### src/rtl/ram_fifo_ctrl_pkg.sv
// Shared constants for the RAM-backed FIFO controller and its dual-port RAM.
package ram_fifo_ctrl_pkg;

    localparam int FIFO_WIDTH = 8;
    localparam int FIFO_DEPTH = 64;

    // Level update selected per edge from the push/pop pair.
    typedef enum logic [1:0] {
        LVL_HOLD = 2'd0,
        LVL_INC  = 2'd1,
        LVL_DEC  = 2'd2
    } lvl_op_e;

    function automatic int depth_log(input int depth);
        return $clog2(depth);
    endfunction

endpackage

### src/rtl/ram_fifo_ctrl_ptr.sv
// Wrapping RAM address pointer; rolls from DEPTH-1 to 0 by natural overflow.
module fifo_ptr #(
    parameter int W = 6
) (
    input  logic         clk,
    input  logic         rst,
    input  logic         inc,
    output logic [W-1:0] ptr
);

    // Advance on each accepted transfer, clear on reset.
    always_ff @(posedge clk) begin
        if (rst) begin
            ptr <= '0;
        end else if (inc) begin
            ptr <= ptr + W'(1);
        end
    end

endmodule

### src/rtl/ram_fifo_ctrl.sv
// First-word-fall-through FIFO controller driving an external dual-port RAM
// with asynchronous read. Level is the only full/empty discriminator, so the
// pointers need no extra wrap bit.
module ram_fifo_ctrl
    import ram_fifo_ctrl_pkg::*;
#(
    parameter int WIDTH     = FIFO_WIDTH,
    parameter int DEPTH     = FIFO_DEPTH,
    parameter int AF_LEVEL  = 56,
    localparam int DEPTH_LOG = depth_log(DEPTH)
) (
    input  logic                 clk,
    input  logic                 rst,
    input  logic                 wr_valid,
    output logic                 wr_ready,
    input  logic [WIDTH-1:0]     wr_data,
    output logic                 rd_valid,
    input  logic                 rd_ready,
    output logic [WIDTH-1:0]     rd_data,
    output logic [DEPTH_LOG:0]   level,
    output logic                 almost_full,
    output logic                 ram_we_n,
    output logic [DEPTH_LOG-1:0] ram_addr_wr,
    output logic [WIDTH-1:0]     ram_data_wr,
    output logic [DEPTH_LOG-1:0] ram_addr_rd,
    input  logic [WIDTH-1:0]     ram_data_rd
);

    localparam logic [DEPTH_LOG:0] LEVEL_FULL = (DEPTH_LOG+1)'(DEPTH);
    localparam logic [DEPTH_LOG:0] LEVEL_AF   = (DEPTH_LOG+1)'(AF_LEVEL);

    logic                 push;
    logic                 pop;
    logic [DEPTH_LOG-1:0] wr_ptr;
    logic [DEPTH_LOG-1:0] rd_ptr;
    lvl_op_e              lvl_op;

    // Handshakes are gated by reset so nothing is written or consumed in a
    // reset cycle. Full refuses pushes even when a pop frees a slot this edge.
    assign wr_ready = ~rst & (level != LEVEL_FULL);
    assign rd_valid = ~rst & (level != '0);
    assign push     = wr_valid & wr_ready;
    assign pop      = rd_valid & rd_ready;

    // RAM port drive; read data falls straight through from the async port.
    assign ram_we_n    = ~push;
    assign ram_addr_wr = wr_ptr;
    assign ram_data_wr = wr_data;
    assign ram_addr_rd = rd_ptr;
    assign rd_data     = ram_data_rd;

    assign almost_full = (level >= LEVEL_AF);

    fifo_ptr #(.W(DEPTH_LOG)) u_wr_ptr (
        .clk (clk),
        .rst (rst),
        .inc (push),
        .ptr (wr_ptr)
    );

    fifo_ptr #(.W(DEPTH_LOG)) u_rd_ptr (
        .clk (clk),
        .rst (rst),
        .inc (pop),
        .ptr (rd_ptr)
    );

    // Select the level update; simultaneous push and pop leaves it unchanged.
    always_comb begin
        lvl_op = LVL_HOLD;
        if (push && !pop) begin
            lvl_op = LVL_INC;
        end else if (pop && !push) begin
            lvl_op = LVL_DEC;
        end
    end

    // Fill level register.
    always_ff @(posedge clk) begin
        if (rst) begin
            level <= '0;
        end else begin
            case (lvl_op)
                LVL_INC: level <= level + (DEPTH_LOG+1)'(1);
                LVL_DEC: level <= level - (DEPTH_LOG+1)'(1);
                default: level <= level;
            endcase
        end
    end

endmodule

### config.mk
export PLATFORM = sky130hd
export DESIGN_NAME = ram_fifo_ctrl
export DESIGN_NICKNAME = d
export VERILOG_FILES = /design/src/rtl/ram_fifo_ctrl_pkg.sv /design/src/rtl/ram_fifo_ctrl_ptr.sv /design/src/rtl/ram_fifo_ctrl.sv
export SDC_FILE = /design/constraint.sdc
export NUM_CORES = 1
export LEC_CHECK = 0
export ABC_AREA = 1
export CAP_MARGIN = 25
export CELL_PAD_IN_SITES_DETAIL_PLACEMENT = 0
export CELL_PAD_IN_SITES_GLOBAL_PLACEMENT = 2
export CORE_MARGIN = 1.5
export CORE_UTILIZATION = 23
export DETAILED_ROUTE_END_ITERATION = 10
export HOLD_SLACK_MARGIN = 0.15
export PLACE_DENSITY_LB_ADDON = 0.1
export RECOVER_POWER = 25
export SETUP_SLACK_MARGIN = 0.1
export SYNTH_ARGS = -nofsm -noshare
export SYNTH_HDL_FRONTEND = slang
export SYNTH_SLANG_ARGS = --single-unit
### constraint.sdc
create_clock -name clk -period 3.8 [get_ports clk]
set_clock_uncertainty 0.1 [all_clocks]
set_input_delay 0.76 -clock clk [delete_from_list [all_inputs] [get_ports clk]]
set_output_delay 0.76 -clock clk [all_outputs]
set_load 0.01 [all_outputs]
## Yosys cells after proc, flatten, opt, wreduce, memory -nomap -nowiden

Index checks and enable logic that the tools add are counted.

- Flip-flop bits (word level): 19
- Input port bits: 20

- Add/subtract/negate cells: 4
- Order comparisons: 1
- Equal/unequal tests: 3
- Mux-type cells: 3
- Bitwise operators: 6
- Reduce and logical (&&, ||, !) cells: 6

Operators with widths:

| operator | count |
|---|---|
| case mux 7 bit (2 select lines) | 1 |
| adder 6 x 1 -> 6 bit, second input constant | 2 |
| adder 7 x 1 -> 7 bit, second input constant | 1 |
| greater-or-equal comparator 7 x 6 -> 1 bit, second input constant | 1 |
| != test 7 bit, second input constant | 1 |
| nonzero test 7 bit | 1 |
| subtractor 7 x 1 -> 7 bit, second input constant | 1 |
| bitwise AND 1 bit | 4 |
| 2-to-1 mux 2 bit | 2 |
| == test 2 x 1 -> 1 bit, second input constant | 1 |
| == test 2 bit, second input constant | 1 |
| logical AND 1 bit | 2 |
| zero test 1 bit | 2 |
| NOT 1 bit | 2 |
| nonzero test 2 bit | 1 |

## Depth between registers and ports, before layout

Gate-level depths: netlist (run 1).

- Depth in word-level cells: 9
- Depth in mapped cells: 16
- Depth with buffers taken out: 16

## Hierarchy

A second synthesis (run 1) with hierarchy kept.

- Cells, all modules: 184
- Area total of the unflattened synthesis: 1,247.4 um^2

By module, submodules not included:

| module | instances | cells each | area each (um^2) | sequential area each (um^2) |
|---|---|---|---|---|
| ram_fifo_ctrl | 1 | 112 | 724.4 | 140.1 |
| fifo_ptr | 2 | 36 | 261.5 | 120.1 |

## Worst setup path after synthesis (run 1)

Ideal clock, no wire load.

- Kind: input to register
- Start point: input rst
- End point: register level[5]
- Arrival time: 2.281 ns
- Slack: 1.301 ns
- Cell stages on the path: 9
- Cell sequence: inv_2 > nand3_2 > ha_1 > ha_1 > or2_2 > nand3b_1 > a21oi_1 > nor2_1 > nor2_1

- Longest elaborated chain between the ends: 9
- Elaborated cells on any way between the ends: 15
- Those cells by class: eq/ne (2); mux (3); bitwise (5); reduce/logical (5)

Ends and longest elaborated chain:

| element | RTL line | source |
|---|---|---|
| from (decl) | ram_fifo_ctrl.sv:13 | `input logic rst,` |
| NOT 1 bit | ram_fifo_ctrl.sv:40, ram_fifo_ctrl.sv:41 |  |
| bitwise AND 1 bit | ram_fifo_ctrl.sv:40 | `assign wr_ready = ~rst & (level != LEVEL_FULL);` |
| bitwise AND 1 bit | ram_fifo_ctrl.sv:42 | `assign push = wr_valid & wr_ready;` |
| zero test 1 bit | ram_fifo_ctrl.sv:73 | `end else if (pop && !push) begin` |
| logical AND 1 bit | ram_fifo_ctrl.sv:73 |  |
| 2-to-1 mux 2 bit | ram_fifo_ctrl.sv:73 |  |
| 2-to-1 mux 2 bit | ram_fifo_ctrl.sv:71 | `if (push && !pop) begin` |
| == test 2 bit / == test 2 x 1 -> 1 bit (equally long branches) | ram_fifo_ctrl.sv:83 | `case (lvl_op)` |
| case mux 7 bit (2 select lines) / nonzero test 2 bit (equally long branches) | n/a |  |
| to (signal assigned) | ram_fifo_ctrl.sv:84 | `LVL_INC: level <= level + (DEPTH_LOG+1)'(1);` |
| to (signal assigned) | ram_fifo_ctrl.sv:85 | `LVL_DEC: level <= level - (DEPTH_LOG+1)'(1);` |
| to (signal assigned) | ram_fifo_ctrl.sv:86 | `default: level <= level;` |
| to (decl) | ram_fifo_ctrl.sv:20 | `output logic [DEPTH_LOG:0] level,` |

Several ways; a longest one is shown, not always the timed one.
A chain may end at the register's enable or synchronous reset.

## Worst setup path in the final report (run 1)

- Start point: input rst
- End point: output rd_valid

- Longest elaborated chain between the ends: 2

Ends and longest elaborated chain:

| element | RTL line | source |
|---|---|---|
| NOT 1 bit | ram_fifo_ctrl.sv:41 | `assign rd_valid = ~rst & (level != '0);` |
| bitwise AND 1 bit | ram_fifo_ctrl.sv:41 |  |
| to (decl) | ram_fifo_ctrl.sv:17 | `output logic rd_valid,` |

No other way between the ends.

==> results of run 1 <==
-- area by class of cell --
| type | count | area (sq um) |
|---|---|---|
| clock buffers | 3 | 41.3 |
| clock inverters | 1 | 5.00 |
| fillers | 631 | 3960 |
| inverters | 28 | 105 |
| multi-input cells | 135 | 729 |
| flip-flops and latches | 19 | 380 |
| well taps | 72 | 90.1 |
| repair buffers | 27 | 268 |
-- registers in the layout, summed over array words and instances, names as in the netlist --
signal and count:
level 7, u_wr_ptr.ptr 6, u_rd_ptr.ptr 6
-- logic make-up (layout without fill, tap and decap cells) --
kind of cell    count (synthesis)  in the layout  synth area share, %
simple gates                   97             97                 32.4
buf+inv                        46             59                 17.5
compound gates                 23             23                 9.02
flops                          19             19                 28.3
fa+ha+maj                       9              9                 8.93
xor+xnor                        6              6                 3.91
-- worst paths after layout --
check	endpoint	slack, ps	depth (start not counted)
setup reg to reg	level[5]	1220	13
hold reg to reg	u_rd_ptr.ptr[5]	400	2
setup / recovery	rd_valid	720	4
hold / removal	u_rd_ptr.ptr[5]	400	2
-- metal layers --
metal / routed length (um) / global-route usage [%]
met5: 0 / 0
met4: 84 / 5.26
met3: 154 / 1.94
met2: 1470 / 19.3
met1: 1750 / 15.4
-- synthesized netlist by cell type --
cell type,count
nand3b_1,2
nand4_1,1
a21o_1,1
nor2_1,16
fa_1,1
o211ai_1,1
xor2_1,2
o21ai_0,5
inv_2,1
nor2_2,1
nor2_4,1
nand2_1,45
nand2_2,1
nand3_2,2
xnor2_1,4
ha_1,8
dfxtp_1,19
or2_2,1
a31oi_1,1
buf_2,2
nand3_1,27
buf_4,16
a21oi_1,15
inv_1,27
-- per-stage QoR --
stage / hold WS [ps] / worst slack, ps / util (%)
floorplan: 414 / 1300 / -
global placement: 386 / 473 / 28.2
detailed placement: 391 / 486 / 28.2
CTS: 404 / 707 / 29.0
global route: 429 / 644 / 29.0
finish: 400 / 724 / 29.0
-- report_power, final --
group          switching, W  internal, W
combinational      0.000153     0.000122
sequential        0.0000325     0.000221
clock             0.0000762    0.0000730
-- layout by cell type, fill, tap and decap left out --
cell	instances
nand2_1	45
inv_1	27
nand3_1	27
clkdlybuf4s50_1	26
dfxtp_1	19
nor2_1	16
a21oi_1	15
ha_1	8
o21ai_0	5
xnor2_1	4
clkbuf_8	3
nand3_2	2
xor2_1	2
nand3b_1	2
nand2_2	1
inv_2	1
nor2_4	1
nor2_2	1
or2_2	1
a21o_1	1
o211ai_1	1
nand4_1	1
a31oi_1	1
fa_1	1
clkinv_2	1
buf_4	1
-- worst max-delay path: cells and delay by family --
family / cells / cell delay (ps)
buffers and inverters: 3 / 1220
and+or+nand+nor: 1 / 230
==> metrics.cfg, run 1 <==
[routing]
wl_per_cell_um=12.1
drc=0
via_count=1253
viasPerCell=4.40
drt-initial-drc-count=29
drtPass1Iterations=4
ant_nets=0
routed_wl_mm=3.46

[yosys]
syn_inst=200
syn_area_sq_um=1350
yosysTopAreaCellShare_pct=28.3
syn_nets=229
synth.distinct_cells=24
ys_seq_area_share_pct=28.3
synthTopCellsByArea=dfxtp_1 (28%), nand2_1 (13%), nand3_1 (10%)
yosysTopAreaCell=dfxtp_1
ys_ff_latch=19
yosys_warnings=0
syn_area_per_cell_sq_um=6.73

[floorplanning]
num_rows=27
core_sq_um=5570
die_area_sq_um=6320
chipWidth_um=79.5
ios=59
start_util_pct=24.1
die_y_um=79.5

[timing]
timing.final.crit_share_pct=81.0
rsz0062_at_grt=false
min_period_ps=3080
hold_viol=0
worst_pin_slew_ps=370
max_slew_margin_pct=75.3
final-max-slew-violation-count=0
clock.fmax_mhz=325
setup_viol_count_final=0
tns_ps=0

[clock_network]
numClockSinks=19
cts.htree.levels=1
root_buffer=clkbuf_8
clockBufferDepth=2
post_cts_buffers=0
numCtsBuffers=3
clk_pin_slew_ps=80
hold_buffers=0
clock_latency_ps=260
cts-resized-gates=0
cts_tree=done

[power_and_ir_drop]
power_w=0.000678
ir_drop_mv=0.196
total_leakage_power_nw=0.720
powerDensity_nw_per_um2=419

[global_route]
grt_pass1_wl_mm=6.02
gr-total-overflow=0
first_global_vias=1301
grt_usage_pct=11.9
grt_antenna_before_repair=0
grt_start_max_net_pins=15

[worst_setup_path]
critPathLaunch=rst
cp_slowest_stage_delay_ps=580
crit_fanout=14
endpoint_kind=output port
cp_cell_sequence=clkdlybuf4s50_1 -> buf_4 -> nor2_2 -> clkdlybuf4s50_1
cp_data_required_time_ps=2940
arrival_ps=2220
crit_top_cell=clkdlybuf4s50_1
critPathLaunchType=input pin
criticalPathCategory=in2out
cp_slowest_cell=clkdlybuf4s50_1
r2r_start=level[3]

[cells_and_area]
fin_area_sq_um=1620
area_delta_synth_final_pct=20.4
n_antenna_cell=0
drive_gt1_share_pct=5.63
fin_cells=285
layout.nets=243

[place]
numPlacedInstances=281
gp_congestion=0.754
port_buffers=26
post_dp_cell_area_sq_um=1570
hpwl_mm=2.55

[min_path]
holdCritStartpoint=u_rd_ptr.ptr[5]
hold_path.class=reg2reg

[status]
run_status=completed

[job]
max-cap-violations=0

No activity file was read; power rests on OpenSTA's default activity.
==> run 2: changes to the inputs <==
Settings changed: CORE_UTILIZATION 23 to 19.
Clock period 3.8 ns to 2.6 ns, I/O delays scaled along.
==> run 2 against run 1 <==
  * Via count increased by 5.5%
  * Utilization decreased by 2.3 points
  * Final area increased by 13%
  * Sequential share of layout area decreased by 2.6 points
  * Hold slack got worse by 6.1 ps
  * Die area increased by 20%
  * Combinational power increased by 85%
  * Power increased by 60%
  * First-iteration DRC count increased by 24%
  * Clock power increased by 47%
  * Cell count increased by 16%
  * Non-clock buffer count increased by 21
  * Largest power group unchanged
==> metrics.cfg, run 2 (synthesis results as in run 1) <==
[floorplanning]
num_rows=30
die_area_sq_um=7590
ios=59
chipWidth_um=87.1
start_util_pct=19.7
die_y_um=87.1
core_sq_um=6830

[timing]
max_slew_margin_pct=74.7
tns_ps=0
worst_pin_slew_ps=379
final-max-slew-violation-count=0
clock.fmax_mhz=428
rsz0062_at_grt=true
setup_viol_count_final=0
min_period_ps=2340
timing.final.crit_share_pct=89.9
hold_viol=0

[cells_and_area]
n_antenna_cell=0
regMostFlops=level
top_regs=level: 7 flops, u_rd_ptr.ptr: 6 flops, u_wr_ptr.ptr: 6 flops
area_delta_synth_final_pct=35.6
multi_input_area_sq_um=747
final_common_cell=nand2_1
layout.nets=264
seq_area_sq_um=382
largest_reg_flops=7
final_cell_mix=nand2_1 (44), inv_1 (27), nand3_1 (27)
nFillCells=781
fin_cells=330
drive_gt1_share_pct=15.4

[worst_setup_path]
endpoint_kind=flop
r2r_start=level[1]
critPathLaunchType=input pin
cp_cell_sequence=clkdlybuf4s50_1 -> inv_2 -> nand3_2 -> inv_1 -> ha_4 -> ha_1 -> or2_2 -> nand3b_1 -> a21oi_1 -> nor2_2 -> nor2_1
reg2reg_to=level[5]
crit_cells=11
ff2ff_setup_slack_ps=370
criticalPathCategory=in2reg
cp_slowest_cell=clkdlybuf4s50_1
worstRegToRegCells=13
crit_fanout=7
timing.critical_path.buf_inv=3
cp_top_family=simple AND/OR/NAND/NOR gates
arrival_ps=2390
cp_data_required_time_ps=2660
cp_slowest_stage_delay_ps=490

[min_path]
holdCritStartpoint=u_wr_ptr.ptr[5]
hold_path.class=reg2reg
hold_end=u_wr_ptr.ptr[5]
worstHoldPathCells=2

[power_and_ir_drop]
powerDensity_nw_per_um2=593
ir_drop_mv=0.132
total_leakage_power_nw=0.835

[clock_network]
clk_pin_slew_ps=80
root_buffer=clkbuf_8
cts.htree.levels=1
numCtsBuffers=3
cts_tree=done
clock_latency_ps=260
numClockSinks=19
clockBufferDepth=2

[routing]
drt-met1-wl_mm=1.72
drtPass1Iterations=4
wl_met2_mm=1.74
drt-initial-drc-count=36
wl_met3_um=127
via_count=1322
routed_wl_mm=3.69
drc=0
wl_per_cell_um=11.2
ant_nets=0
dr.max_layer_used=met4
viasPerCell=4.01

[status]
run_status=completed

[global_route]
grt_pass1_wl_mm=6.16
grt_usage_pct=10.4
gr-total-overflow=0
grt_antenna_before_repair=0
grt_start_max_net_pins=15
first_global_vias=1286

[job]
max-cap-violations=0

[place]
port_buffers=26
numPlacedInstances=326
hpwl_mm=2.89
gp_congestion=0.731

## run 2: cell count changes in the layout (fill, tap and decap cells not counted), sizes merged
| cell | before | now |
|---|---|---|
| buf | 1 | 22 |
| clkbuf | 3 | 4 |
| clkdlybuf4s50 | 26 | 23 |
| clkinv | 1 | 0 |
| dlygate4sd2 | 0 | 2 |
| dlymetal6s2s | 0 | 1 |
## run 2: cell type report
type	instances	area share, %
tap	96	6.58
clock buffer	4	2.47
timing repair buffer	48	23.3
multi-input combinational	135	40.9
sequential	19	20.9
inverter	28	5.76
## run 2: worst max-delay path by stage
stage,start,endpoint
floorplan,level[0],level[5]
global placement,rst,level[5]
detailed placement,rst,level[5]
CTS,rst,rd_valid
global route,rst,level[5]
finish,rst,level[5]
## run 2: tightest hold or removal path, stage by stage, from the launching register on
cell	delay [ps]
dfxtp_1	330
nand2_1	70
a21oi_1	50
## run 2: per-stage QoR
stage	total power (W)	worst slack (ps)	instance area, sq um	hold slack, ps	util [%]
2_1_floorplan	0.000648	273	1350	414	-
3_3_place_gp	0.000877	-131	1760	380	25.8
3_5_place_dp	0.000876	-146	1760	388	25.8
4_1_cts	0.00110	71.0	1800	400	26.4
5_1_grt	0.00118	86.8	1820	422	26.7
6_report	0.00108	263	1820	394	26.7
## run 2: power breakdown
| part | internal [W] | total [W] | switching [W] |
|---|---|---|---|
| Sequential | 0.000324 | 0.000353 | 0.0000292 |
| Clock | 0.000109 | 0.000219 | 0.000110 |
| Combinational | 0.000248 | 0.000510 | 0.000262 |
| Total | 0.000681 | 0.00108 | 0.000401 |
## run 2: what timing repair did
action                                 4_1_cts  5_1_grt
setup endpoints to repair                    3        5
hold buffers                                 0        0
endpoints found under the hold margin        0        0
resized for setup                            2        6
setup buffers                                0        0
## run 2: per-layer routing
layer / up-vias / track usage (%)
met5: - / 0
met4: 0 / 5.63
met3: 20 / 1.52
met2: 22 / 17.1
met1: 586 / 13.1
li1: 694 / -
